File: config.mk
export PLATFORM = sky130hd
export DESIGN_NAME = regbank_write_scheduler
export DESIGN_NICKNAME = d
export VERILOG_FILES = /design/src/rtl/regbank_write_scheduler_pkg.sv /design/src/rtl/rr_arbiter3.sv /design/src/rtl/regbank_write_scheduler.sv
export SDC_FILE = /design/constraint.sdc
export NUM_CORES = 1
export LEC_CHECK = 0
export BUFFER_PORTS_ARGS = -buffer_cell sky130_fd_sc_hd__buf_4
export CAP_MARGIN = 40
export CORE_MARGIN = 2
export CORE_UTILIZATION = 43
export DETAILED_ROUTE_END_ITERATION = 16
export GPL_ROUTABILITY_DRIVEN = 0
export GPL_TIMING_DRIVEN = 0
export PLACE_DENSITY = 0.79
export SYNTH_ARGS = -nofsm -noshare
export SYNTH_HDL_FRONTEND = slang
export SYNTH_SLANG_ARGS = --single-unit
File: constraint.sdc
create_clock -name Clock -period 2.7 [get_ports Clock]
set_input_delay 0.27 -clock Clock [delete_from_list [all_inputs] [get_ports Clock]]
set_output_delay 0.27 -clock Clock [all_outputs]
set_load 0.02 [all_outputs]
File: src/rtl/regbank_write_scheduler_pkg.sv
// Shared types and constants for the register-bank write scheduler.
// Holds the FSM encoding, the requester indices and the default widths.
package regbank_write_scheduler_pkg;

    localparam int unsigned DefaultDataWidth = 32;
    localparam int unsigned DefaultAddrWidth = 5;

    localparam logic [1:0] ReqAlu  = 2'd0;
    localparam logic [1:0] ReqLoad = 2'd1;
    localparam logic [1:0] ReqLink = 2'd2;

    typedef enum logic [1:0] {
        StIdle   = 2'd0,
        StSetup  = 2'd1,
        StStrobe = 2'd2,
        StHold   = 2'd3
    } state_e;

    function automatic logic [1:0] onehot_to_idx(input logic [2:0] oh);
        logic [1:0] idx;
        case (oh)
            3'b010:  idx = ReqLoad;
            3'b100:  idx = ReqLink;
            default: idx = ReqAlu;
        endcase
        return idx;
    endfunction

endpackage

File: src/rtl/rr_arbiter3.sv
// Three-way round-robin arbiter: the search starts at the requester after the
// last one granted, so a requester is never granted twice while another waits.
module rr_arbiter3
    import regbank_write_scheduler_pkg::*;
(
    input  logic [2:0] req_i,
    input  logic [1:0] last_i,
    output logic [2:0] grant_o
);

    always_comb begin
        grant_o = 3'b000;
        case (last_i)
            ReqAlu: begin
                if (req_i[1])      grant_o = 3'b010;
                else if (req_i[2]) grant_o = 3'b100;
                else if (req_i[0]) grant_o = 3'b001;
            end
            ReqLoad: begin
                if (req_i[2])      grant_o = 3'b100;
                else if (req_i[0]) grant_o = 3'b001;
                else if (req_i[1]) grant_o = 3'b010;
            end
            default: begin
                if (req_i[0])      grant_o = 3'b001;
                else if (req_i[1]) grant_o = 3'b010;
                else if (req_i[2]) grant_o = 3'b100;
            end
        endcase
    end

endmodule

File: src/rtl/regbank_write_scheduler.sv
// Serialises ALU/Load/Link writes into the register bank with a fixed
// SETUP/STROBE/HOLD pulse sequence and counts committed writes.
module regbank_write_scheduler
    import regbank_write_scheduler_pkg::*;
#(
    parameter int unsigned DATA_WIDTH = DefaultDataWidth,
    parameter int unsigned ADDR_WIDTH = DefaultAddrWidth
) (
    input  logic                  Clock,
    input  logic                  Reset,
    input  logic [2:0]            Req,
    input  logic [ADDR_WIDTH-1:0] ReqRegister0,
    input  logic [ADDR_WIDTH-1:0] ReqRegister1,
    input  logic [ADDR_WIDTH-1:0] ReqRegister2,
    input  logic [DATA_WIDTH-1:0] ReqData0,
    input  logic [DATA_WIDTH-1:0] ReqData1,
    input  logic [DATA_WIDTH-1:0] ReqData2,
    output logic [2:0]            Grant,
    output logic [ADDR_WIDTH-1:0] WriteRegister,
    output logic [DATA_WIDTH-1:0] WriteData,
    output logic                  RegWrite,
    output logic                  Busy,
    output logic [15:0]           WriteCount
);

    state_e                state_q, state_d;
    logic [ADDR_WIDTH-1:0] wr_reg_q, wr_reg_d;
    logic [DATA_WIDTH-1:0] wr_data_q, wr_data_d;
    logic                  zero_q, zero_d;
    logic [1:0]            last_q, last_d;
    logic [15:0]           count_q, count_d;
    logic [2:0]            arb_grant;
    logic                  granted;

    rr_arbiter3 u_arbiter (
        .req_i   (Req),
        .last_i  (last_q),
        .grant_o (arb_grant)
    );

    always_ff @(posedge Clock or posedge Reset) begin
        if (Reset) begin
            state_q <= StIdle;
        end else begin
            state_q <= state_d;
        end
    end

    always_comb begin
        state_d = state_q;
        unique case (state_q)
            StIdle:   if (granted) state_d = StSetup;
            StSetup:  state_d = StStrobe;
            StStrobe: state_d = StHold;
            StHold:   state_d = granted ? StSetup : StIdle;
            default:  state_d = StIdle;
        endcase
    end

    // Grant is masked by Reset so it drops immediately, not at the next edge.
    always_comb begin
        Grant = 3'b000;
        if (!Reset && (state_q == StIdle || state_q == StHold) && (Req != 3'b000)) begin
            Grant = arb_grant;
        end
        RegWrite      = (state_q == StStrobe) && !zero_q;
        Busy          = (state_q != StIdle);
        WriteRegister = wr_reg_q;
        WriteData     = wr_data_q;
        WriteCount    = count_q;
    end

    assign granted = (Grant != 3'b000);

    always_comb begin
        wr_reg_d  = wr_reg_q;
        wr_data_d = wr_data_q;
        zero_d    = zero_q;
        last_d    = last_q;
        if (granted) begin
            unique case (Grant)
                3'b010: begin
                    wr_reg_d  = ReqRegister1;
                    wr_data_d = ReqData1;
                end
                3'b100: begin
                    wr_reg_d  = ReqRegister2;
                    wr_data_d = ReqData2;
                end
                default: begin
                    wr_reg_d  = ReqRegister0;
                    wr_data_d = ReqData0;
                end
            endcase
            zero_d = (wr_reg_d == '0);
            last_d = onehot_to_idx(Grant);
        end
        count_d = count_q + {15'd0, RegWrite};
    end

    always_ff @(posedge Clock or posedge Reset) begin
        if (Reset) begin
            wr_reg_q  <= '0;
            wr_data_q <= '0;
            zero_q    <= 1'b0;
            last_q    <= ReqLink;
            count_q   <= 16'd0;
        end else begin
            wr_reg_q  <= wr_reg_d;
            wr_data_q <= wr_data_d;
            zero_q    <= zero_d;
            last_q    <= last_d;
            count_q   <= count_d;
        end
    end

endmodule
==> impl_metrics.env <==
export IMPL_status="completed"
export IMPL_fp_row_count=29
export IMPL_final_area_um2=4482
export IMPL_power_mw=4.837
export IMPL_tightest_slew_ps=475.9
export IMPL_clkTransAtPathRegs_ps=60
export IMPL_rsz0062_at_grt="false"
export IMPL_grt_pass1_vias=3007
export IMPL_ys_warn_count=0
export IMPL_maxSlewViolCount=0
export IMPL_synthArstFlopShare_pct=100.0
export IMPL_final_layout_size_suffix_gt1_share_pct=44.42
export IMPL_cts_root_buf="clkbuf_8"
export IMPL_clockBufferDepth=2
export IMPL_start_kind="flop"
export IMPL_synth_area_top_cells="dfrtp_1, a222oi_1, o21ai_1"
export IMPL_gr_total_overflow=0
export IMPL_diodes=0
export IMPL_endpoint="Grant[2]"
export IMPL_placed_area_um2=4244
export IMPL_synth_seq_cells=58
export IMPL_cts_inserted_buffers=9
export IMPL_r2r_end="WriteData[21]$_DFFE_PP0P_"
export IMPL_grt_max_degree=41
export IMPL_cp_cell_sequence="inv_1, ha_1, a211oi_2, o211a_1, buf_6, buf_2, buf_4"
export IMPL_cp_arrival_ps=2180
export IMPL_critPathMaxStageDelay_ps=410
export IMPL_min_path_type="in2reg"
export IMPL_crit_cells=7
export IMPL_vias=3011
export IMPL_synth_area_um2=2836
export IMPL_placed_cells=519
export IMPL_holdWs_ps=208.7
export IMPL_h_tree_depth=3
export IMPL_grt_pass1_wl_um=14810
export IMPL_synthFlopType="dfrtp_1"
export IMPL_synth_cells=269
export IMPL_ys_seq_area_share_pct=51.21
export IMPL_clock_sinks=58
export IMPL_track_usage_pct=26.13
export IMPL_crit_path_end_kind="primary output"
export IMPL_ir_worst_vdd_mv=0.6467
export IMPL_post_synth_top_area_fraction_pct=50.29
export IMPL_ant_nets=0
export IMPL_final_nets=576
export IMPL_antenna_found_initial=0
export IMPL_area_growth_pct=58.01
export IMPL_path_delay_family="buffers and inverters"
export IMPL_cts_tree="yes"
export IMPL_dp_hpwl_um=7369
export IMPL_synth_edff_count=0
export IMPL_post_route_drc_count=0
export IMPL_powerDensity_nw_per_um2=1079
export IMPL_die_area_um2=7262
export IMPL_dieWidth_um=85.22
export IMPL_tns_ps=0
export IMPL_crit_path_max_fanout=10
export IMPL_place_ws_ps=351.1
export IMPL_cp_buffers_inverters=4
export IMPL_leakage_nw=2.242
export IMPL_cp_required_ps=2430
export IMPL_first_iter_violations=311
export IMPL_start_util_pct=44.67
export IMPL_finalSetupViolations=0
export IMPL_maxCapViolations=0
export IMPL_fin_ws_ps=250.1
export IMPL_numPortBuffers=172
export IMPL_fin_util_pct=70.58
export IMPL_max_slew_margin_rel_pct=68.28
export IMPL_coreArea_um2=6350
export IMPL_die_h_um=85.22
export IMPL_cp_slowest_cell="dfrtp_1"
export IMPL_clock_skew_ps=6.594
export IMPL_final_hold_violation_count=0
export IMPL_layout_cells_non_filler=534
export IMPL_r2r_setup_slack_ps=280
export IMPL_via_per_inst=5.639
export IMPL_fmaxAchievable_mhz=408.2
export IMPL_avgSynthCellArea_um2=10.54
export IMPL_syn_nets=391
export IMPL_criticalPathCategory="reg2out"
export IMPL_yosysTopAreaCell="dfrtp_1"
export IMPL_fin_crit_ps=2450
export IMPL_dr_pass1_iters=8
export IMPL_r2r_cells=8
export IMPL_period_share_pct=90.74
export IMPL_io_pins=174
export IMPL_synth_distinct_cells=39
export IMPL_wire_per_inst_um=17.82
export IMPL_routed_wl_um=9514
export IMPL_cp_startpoint="state_q[0]$_DFFE_PP0P_"
export IMPL_worstSkewPairLatency_ps=340
export IMPL_timing_rr_start="state_q[0]$_DFFE_PP0P_"
## worst min-delay path by stage
stage | from | depth (start not counted) | slack, ps | end
after floorplan | zero_q$_DFFE_PP0P_ | 2 | 460 | zero_q$_DFFE_PP0P_
after global routing | ReqData0[13] | 3 | 200 | WriteData[13]$_DFFE_PP0P_
after CTS | ReqData0[13] | 3 | 200 | WriteData[13]$_DFFE_PP0P_
final | ReqData0[1] | 3 | 210 | WriteData[1]$_DFFE_PP0P_
after global placement | WriteCount[15]$_DFF_PP0_ | 1 | 460 | WriteCount[15]$_DFF_PP0_
after detailed placement | Reset | 2 | 330 | WriteData[23]$_DFFE_PP0P_
## what timing repair did
action | CTS | global route
buffers inserted | 0 | 0
hold buffers | 1 | 0
hold endpoints to repair | 18 | 0
resized for setup | 0 | 1
setup endpoints to repair | 0 | 1
## kinds of logic (layout without fill, tap and decap cells)
family / after synthesis / count (layout) / synth area share [%]
buffers and inverters: 27 / 215 / 4.631
AOI/OAI and AO/OA: 92 / 92 / 25.63
muxes: 1 / 1 / 0.3970
and+or+nand+nor: 71 / 71 / 11.16
DFF: 58 / 58 / 51.21
xor gates and xnor gates: 14 / 14 / 4.323
adders and majority gates: 6 / 6 / 2.647
## report_power, final
group / switching, mW / total [mW] / internal (mW)
Combinational: 1.42 / 2.44 / 1.02
Sequential: 0.242 / 1.49 / 1.24
Clock: 0.331 / 0.916 / 0.585
## worst min-delay path: cells and delay by family
family | cells | cell delay (ps)
AO/OA/AOI/OAI | 2 | 160
buffers and inverters | 1 | 70
## placed cells by master (no fill, tap or decap), types with 2 or more instances in the layout
cell       instances
buf_6              3
bufinv_16          2
buf_2              6
and3_1             5
nor2_1             4
inv_1              4
nand3_1            4
clkbuf_1          12
o41ai_1            2
xnor2_1           11
nand4_1            4
a222oi_1          36
clkbuf_8          12
nor2b_1            4
o21ai_1           37
ha_1               6
xor2_1             3
buf_4            172
o21a_1             2
nand2_1           46
dfrtp_1           57
## flip-flops by register name (all words and copies together) (netlist names)
| signal | flops |
|---|---|
| WriteRegister | 5 |
| zero_q | 1 |
| last_q | 2 |
| WriteData | 32 |
| state_q | 2 |
| WriteCount | 16 |
## synth_stat cells (all sizes together) (5+ instances only)
| cell | n |
|---|---|
| dfrtp | 57 |
| nand2 | 46 |
| o21ai | 37 |
| a222oi | 36 |
| clkbuf | 12 |
| xnor2 | 11 |
| buf | 10 |
| ha | 6 |
| and3 | 5 |
| inv | 5 |
| nor2 | 5 |
## per-layer routing
metal	up-vias	track usage, %	part of all wire [%]
met5	-	0	0
met4	0	8.514	1.7
met3	16	5.642	6.3
met2	118	45.60	52
met1	1475	32.18	40
li1	1402	-	-
## cell type report
class / instances / area [um2]
Buffer: 22 / 112.6
Tap cell: 77 / 96.34
Inverter: 5 / 18.77
Clock inverter: 2 / 60.06
Multi-Input combinational cell: 184 / 1255
Sequential cell: 58 / 1453
Timing Repair Buffer: 174 / 1321
Fill cell: 513 / 1868
Clock buffer: 12 / 165.2
Power figures use the tool's default switching activity.
